`config.mk`:
```
export PLATFORM = sky130hd
export DESIGN_NAME = intr_ctrl_flat
export DESIGN_NICKNAME = d
export VERILOG_FILES = /design/src/rtl/intr_ctrl_pkg.sv /design/src/rtl/intr_ctrl_if.sv /design/src/rtl/intr_ctrl_pulse_gen.sv /design/src/rtl/intr_ctrl.sv /design/src/flat_wrapper.sv
export SDC_FILE = /design/constraint.sdc
export NUM_CORES = 1
export LEC_CHECK = 0
export BUFFER_PORTS_ARGS = -buffer_cell sky130_fd_sc_hd__buf_2
export CAP_MARGIN = 20
export CORE_MARGIN = 4
export CORE_UTILIZATION = 35
export CTS_CLUSTER_DIAMETER = 200
export DETAILED_ROUTE_END_ITERATION = 16
export PLACE_DENSITY = 0.66
export REMOVE_ABC_BUFFERS = 1
export SYNTH_ARGS = -nofsm -noshare
export SYNTH_HDL_FRONTEND = slang
export SYNTH_SLANG_ARGS = --single-unit
```
`constraint.sdc`:
```
create_clock -name clk -period 1.36 [get_ports clk]
set_clock_uncertainty 0.15 [all_clocks]
set_input_delay 0.136 -clock clk [delete_from_list [all_inputs] [get_ports clk]]
set_output_delay 0.136 -clock clk [all_outputs]
set_load 0.03 [all_outputs]
```
`src/rtl/intr_ctrl_pkg.sv`:
```
// Shared interrupt-controller constants, source bit assignments and the status vector type.
package intr_ctrl_pkg;

   localparam int INTR_NUM_SRC  = 4;
   localparam int INTR_PULSE_W  = 1;

   localparam int INTR_BLIT     = 1;
   localparam int INTR_VIDEO_LO = 2;
   localparam int INTR_VIDEO_HI = 3;

   typedef logic [INTR_NUM_SRC-1:0] intr_vec_t;

   // A single source still needs a one-bit id port.
   function automatic int intr_id_w(input int n);
      return (n > 1) ? $clog2(n) : 1;
   endfunction

endpackage

```
`src/rtl/intr_ctrl_if.sv`:
```
// Interrupt source/control bundle between the system (master) and intr_ctrl (slave).
interface intr_ctrl_if
   import intr_ctrl_pkg::*;
#(
   parameter int NUM_SRC = INTR_NUM_SRC
) ();

   localparam int ID_W = intr_id_w(NUM_SRC);

   // No handshake: every field is level-valid each cycle; clear/force are one-cycle strobes.
   logic [NUM_SRC-1:0] intr_signal_i;
   logic [NUM_SRC-1:0] intr_mask_i;
   logic [NUM_SRC-1:0] intr_clear_i;
   logic [NUM_SRC-1:0] intr_force_i;
   logic [NUM_SRC-1:0] intr_status_o;
   logic [NUM_SRC-1:0] intr_pending_o;
   logic               intr_any_o;
   logic [ID_W-1:0]    intr_id_o;
   logic               bus_intr_o;

   modport master (
      output intr_signal_i, intr_mask_i, intr_clear_i, intr_force_i,
      input  intr_status_o, intr_pending_o, intr_any_o, intr_id_o, bus_intr_o
   );

   modport slave (
      input  intr_signal_i, intr_mask_i, intr_clear_i, intr_force_i,
      output intr_status_o, intr_pending_o, intr_any_o, intr_id_o, bus_intr_o
   );

endinterface

```
`src/rtl/intr_ctrl_pulse_gen.sv`:
```
// intr_pulse_gen: loadable down-counter that stretches a one-cycle load into a PULSE_W-cycle pulse.
module intr_pulse_gen #(
   parameter int PULSE_W = 1
) (
   input  logic clk,
   input  logic reset_n_i,
   input  logic load_i,
   output logic pulse_o
);

   localparam int CW = $clog2(PULSE_W + 1);

   logic [CW-1:0] cnt_q;
   logic          pulse_q;

   // Output is registered: high the cycle after a load, or while the count has more than one left.
   always_ff @(posedge clk) begin
      if (!reset_n_i) begin
         cnt_q   <= '0;
         pulse_q <= 1'b0;
      end else begin
         pulse_q <= load_i | (cnt_q > CW'(1));
         if (load_i) begin
            cnt_q <= CW'(PULSE_W);
         end else if (cnt_q != '0) begin
            cnt_q <= cnt_q - CW'(1);
         end
      end
   end

   assign pulse_o = pulse_q;

endmodule

```
`src/rtl/intr_ctrl.sv`:
```
// Interrupt controller: edge/level capture into sticky status, mask gating, priority id and bus pulse.
module intr_ctrl
   import intr_ctrl_pkg::*;
#(
   parameter int                 NUM_SRC    = INTR_NUM_SRC,
   parameter int                 PULSE_W    = INTR_PULSE_W,
   parameter logic [NUM_SRC-1:0] LEVEL_MASK = '0
) (
   input  logic       clk,
   input  logic       reset_n_i,
   intr_ctrl_if.slave intr
);

   localparam int ID_W = intr_id_w(NUM_SRC);

   logic [NUM_SRC-1:0] sig_q;
   logic [NUM_SRC-1:0] mask_q;
   logic [NUM_SRC-1:0] status_q;
   logic [NUM_SRC-1:0] status_d;
   logic [NUM_SRC-1:0] event_v;
   logic [NUM_SRC-1:0] pending;
   logic [ID_W-1:0]    id;
   logic               trigger;

   always_comb begin
      event_v  = (intr.intr_signal_i & LEVEL_MASK)
               | (intr.intr_signal_i & ~sig_q & ~LEVEL_MASK)
               | intr.intr_force_i;
      // Set wins over clear, so a coincident event is never lost.
      status_d = (status_q & ~intr.intr_clear_i) | event_v;
      pending  = status_q & intr.intr_mask_i;
      trigger  = (|(event_v & intr.intr_mask_i & ~status_q))
               | (|(intr.intr_mask_i & ~mask_q & status_q));
   end

   always_comb begin
      id = '0;
      for (int i = NUM_SRC - 1; i >= 0; i--) begin
         if (pending[i]) id = ID_W'(i);
      end
   end

   // sig_q tracks the input during reset so a source held high across release is not an edge.
   always_ff @(posedge clk) begin
      if (!reset_n_i) begin
         sig_q    <= intr.intr_signal_i;
         mask_q   <= '0;
         status_q <= '0;
      end else begin
         sig_q    <= intr.intr_signal_i;
         mask_q   <= intr.intr_mask_i;
         status_q <= status_d;
      end
   end

   intr_pulse_gen #(
      .PULSE_W (PULSE_W)
   ) u_pulse (
      .clk       (clk),
      .reset_n_i (reset_n_i),
      .load_i    (trigger),
      .pulse_o   (intr.bus_intr_o)
   );

   assign intr.intr_status_o  = status_q;
   assign intr.intr_pending_o = pending;
   assign intr.intr_any_o     = |pending;
   assign intr.intr_id_o      = id;

endmodule

```
`src/flat_wrapper.sv`:
```
// flat-port wrapper written by rule: the top's interface ports become plain ports
module intr_ctrl_flat import intr_ctrl_pkg::*;
#(
   parameter int                 NUM_SRC    = INTR_NUM_SRC,
   parameter int                 PULSE_W    = INTR_PULSE_W,
   parameter logic [NUM_SRC-1:0] LEVEL_MASK = '0
)
  (clk, reset_n_i, intr_intr_signal_i, intr_intr_mask_i, intr_intr_clear_i, intr_intr_force_i, intr_intr_status_o, intr_intr_pending_o, intr_intr_any_o, intr_intr_id_o, intr_bus_intr_o);
  intr_ctrl_if #(.NUM_SRC(NUM_SRC)) intr_i ();
  input  logic clk;
  input  logic reset_n_i;
  input wire logic [$bits(intr_i.intr_signal_i)-1:0] intr_intr_signal_i;
  input wire logic [$bits(intr_i.intr_mask_i)-1:0] intr_intr_mask_i;
  input wire logic [$bits(intr_i.intr_clear_i)-1:0] intr_intr_clear_i;
  input wire logic [$bits(intr_i.intr_force_i)-1:0] intr_intr_force_i;
  output wire logic [$bits(intr_i.intr_status_o)-1:0] intr_intr_status_o;
  output wire logic [$bits(intr_i.intr_pending_o)-1:0] intr_intr_pending_o;
  output wire logic [$bits(intr_i.intr_any_o)-1:0] intr_intr_any_o;
  output wire logic [$bits(intr_i.intr_id_o)-1:0] intr_intr_id_o;
  output wire logic [$bits(intr_i.bus_intr_o)-1:0] intr_bus_intr_o;
  assign intr_i.intr_signal_i = intr_intr_signal_i;
  assign intr_i.intr_mask_i = intr_intr_mask_i;
  assign intr_i.intr_clear_i = intr_intr_clear_i;
  assign intr_i.intr_force_i = intr_intr_force_i;
  assign intr_intr_status_o = intr_i.intr_status_o;
  assign intr_intr_pending_o = intr_i.intr_pending_o;
  assign intr_intr_any_o = intr_i.intr_any_o;
  assign intr_intr_id_o = intr_i.intr_id_o;
  assign intr_bus_intr_o = intr_i.bus_intr_o;
  intr_ctrl #(.NUM_SRC(NUM_SRC), .PULSE_W(PULSE_W), .LEVEL_MASK(LEVEL_MASK)) u_core (.clk(clk), .reset_n_i(reset_n_i), .intr(intr_i));
endmodule
```
==> run_results.csv <==
group,metric,value,unit
die,design.die.area,2180,um^2
yosys,synth_area_per_cell,9.69,um^2
finish,antenna-diode-count,0,
yosys,yosys.area.top_type,"dfxtp_1",
route,routed_via_density,4.67,
route,wl,1.34,mm
yosys,synth_top_area_share,49.8,%
power,switching_share,29.2,%
sta,hold_viol,0,
global_route,antenna_found_initial,0,
worst_setup_path,end_kind,"output pin",
route,detail_route.wl_per_cell,11.1,um
clocking,clock-root-buffer,"clkbuf_4",
flow_run,maxCapViolations,0,
worst_setup_path,timing_worst_setup_path_type,"reg2out",
global_route,grt_util_all_layers,14.6,%
die,core_area,1350,um^2
yosys,yosys_most_used_dff,"dfxtp_1",
power,leakage,0.464,nW
die,num_io_pins,30,
die,initial_core_util,38.7,%
yosys,ys_top_cells_by_count,"dfxtp_1 (13), nor2b_1 (9), inv_1 (5)",
die,die_w,46.7,um
finish,area_growth,77.0,%
clocking,clk_pin_slew,0.08,ns
sta,worst_slack,-0.00810,ns
worst_setup_path,startpoint_type,"register",
run_status,violations,"setup timing",
global_route,grt-ovfl-total,0,
sta,clock.fmax,0.731,GHz
clocking,cts_tree,"yes",
worst_setup_path,critPathRequiredTime,1.07,ns
sta,post-route-min-period,1.37,ns
clocking,cts_max_level,1,
global_route,grt_max_degree,10,
placement,gp_congestion,0.709,
placement,dp_worst_setup_slack,0.134,ns
sta,final.period_utilization,101,%
yosys,ys_seq_elements,13,
power,power_density,978,nW/um^2
die,std_cell_rows,13,
route,num_vias,560,
power,ir_drop,0.623,mV
power,p_switching,264,uW
finish,multi_input_area,269,um^2
yosys,synth_warnings,0,
sta,rsz0062_at_grt,"true",
clocking,cts_made_buffers,3,
yosys,synthCells,54,
global_route,grt_pass1_wl,2.21,mm
worst_setup_path,path_max_fanout,4,
die,fp.dieH,46.7,um
route,drt_pass1_iterations,4,
global_route,grt_pass1_vias,523,
yosys,synthMostInstantiatedCell,"dfxtp_1",
sta,whs,0.0376,ns
clocking,clock-sinks,13,
yosys,synthArstFlopShare,0,%
clocking,clk-insertion-delay-late,0.27,ns
yosys,synth-edff-count,0,
placement,dpl_cell_area,687,um^2
worst_setup_path,critPathMaxStageDelay,0.35,ns
sta,max_slew_margin,88.4,%
worst_setup_path,worstPathArrival,1.08,ns
yosys,ys_seq_area_share,49.8,%
worst_setup_path,path_cells,"nand2_4 > inv_2 > nand2_1 > a21oi_1 > buf_4",
sta,finalSetupViolations,2,
yosys,synth_area_leaders,"dfxtp_1 (50%), nor2b_1 (11%), o31a_1 (6.7%), and2_1 (4.8%), inv_1 (3.6%)",
power,clkPwrFrac,26.5,%
worst_hold_path,hold_class,"in2reg",
sta,worst_pin_slew,0.174,ns
finish,drive_gt1_share,49.5,%
finish,seq_area,265,um^2
yosys,synth_area,523,um^2
finish,fill_cells,114,
power,seqPwrFrac,46.6,%
power,p_int,641,uW
placement,io_buffers,29,
route,drt_iter0_markers,5,
route,antenna_left,0,
clocking,clockBufferDepth,2,
finish,layout.nets,124,
power,pwr-share-comb,26.9,%
sta,final_max_slew_viol_count,0,
placement,dpl.hpwl,891,um
finish,final_cell_area,926,um^2
run_status,status,"complete, but fails checks",
route,drc,0,
worst_setup_path,slowest_stage,"dfxtp_2",
yosys,synth_cell_types,17,
-- path summary, 6_finish.rpt --
check	slack (ns)	end	start	cells after the start
worst min-delay path	0.04	u_core.intr.intr_status_o[3]	intr_intr_force_i[3]	3
worst max register to register	0.11	u_core.u_pulse.cnt_q	u_core.intr.intr_status_o[3]	5
worst min register to register	0.44	u_core.intr.intr_status_o[1]	u_core.sig_q[1]	2
worst max-delay path	-0.008	intr_intr_id_o[0]	u_core.intr.intr_status_o[3]	5
-- critical path, delay by kind of cell (launching register included) --
family | cells | cell delay, ns
flip-flops | 1 | 0.35
buffers and inverters | 2 | 0.23
AO/OA/AOI/OAI | 1 | 0.12
AND/OR/NAND/NOR | 2 | 0.10
-- registers in the layout, summed over array words and instances, names as in the netlist --
name and flops:
u_core.intr.intr_status_o 4, u_core.mask_q 4, u_core.sig_q 4, u_core.u_pulse.cnt_q 1
-- power by group through the flow --
stage          Sequential (mW)  Combinational (mW)  Clock (mW)
6_report                 0.422               0.244       0.240
3_5_place_dp             0.427               0.182           0
3_3_place_gp             0.427               0.182           0
4_1_cts                  0.421               0.238       0.249
5_1_grt                  0.425               0.264       0.257
2_1_floorplan            0.450              0.0929           0
-- placed cells by master (no fill, tap or decap), types with 3 or more instances in the layout --
master         instances
clkbuf_4               3
and2_1                 4
nand2_4                3
dfxtp_2                4
dfxtp_1                9
nor2b_1                9
buf_2                 26
dlygate4sd3_1         13
inv_2                  3
buf_4                  6
o21ai_1                3
o31a_1                 4
-- layout make-up --
type | count | share of cell area [%]
Sequential cell | 13 | 28.6
Tap cell | 15 | 2.03
Clock buffer | 4 | 2.84
Inverter | 5 | 2.03
Timing Repair Buffer | 47 | 35.4
Multi-Input combinational cell | 36 | 29.1
-- layer usage --
layer | GRT usage [%] | part of all wire (%) | wire (um) | vias up
met5 | 0 | 0 | 0 | -
met4 | 9.94 | 2.3 | 31 | 0
met3 | 3.52 | 5.7 | 76 | 4
met2 | 23.1 | 49 | 650 | 18
met1 | 17.3 | 43 | 576 | 252
li1 | - | - | - | 286
-- timing repair --
action	CTS	global route
hold endpoints to repair	12	0
pin swaps	5	2
endpoints found under the setup margin	3	3
cloned	0	0
resized for setup	15	3
setup buffers	5	0
hold buffers	13	0
-- per-stage QoR --
step                      util, %  instances  power, mW  setup TNS [ns]
after floorplan                 -         54      0.543          -0.844
after global placement       50.9         98      0.608               0
after detailed placement     50.9         98      0.609               0
after global routing         68.6        120      0.946          -0.156
after CTS                    67.7        120      0.908         -0.0518
final                        68.6        120      0.905         -0.0132
-- cells by family (layout without fill, tap and decap cells) --
logic type | count (synthesis) | count (layout) | synth area share (%)
AND/OR/NAND/NOR | 22 | 22 | 25.1
flip-flops | 13 | 13 | 49.8
buffers and inverters | 5 | 56 | 3.59
AO/OA/AOI/OAI | 14 | 14 | 21.5
Note: power is estimated with default switching activity, not from simulation.
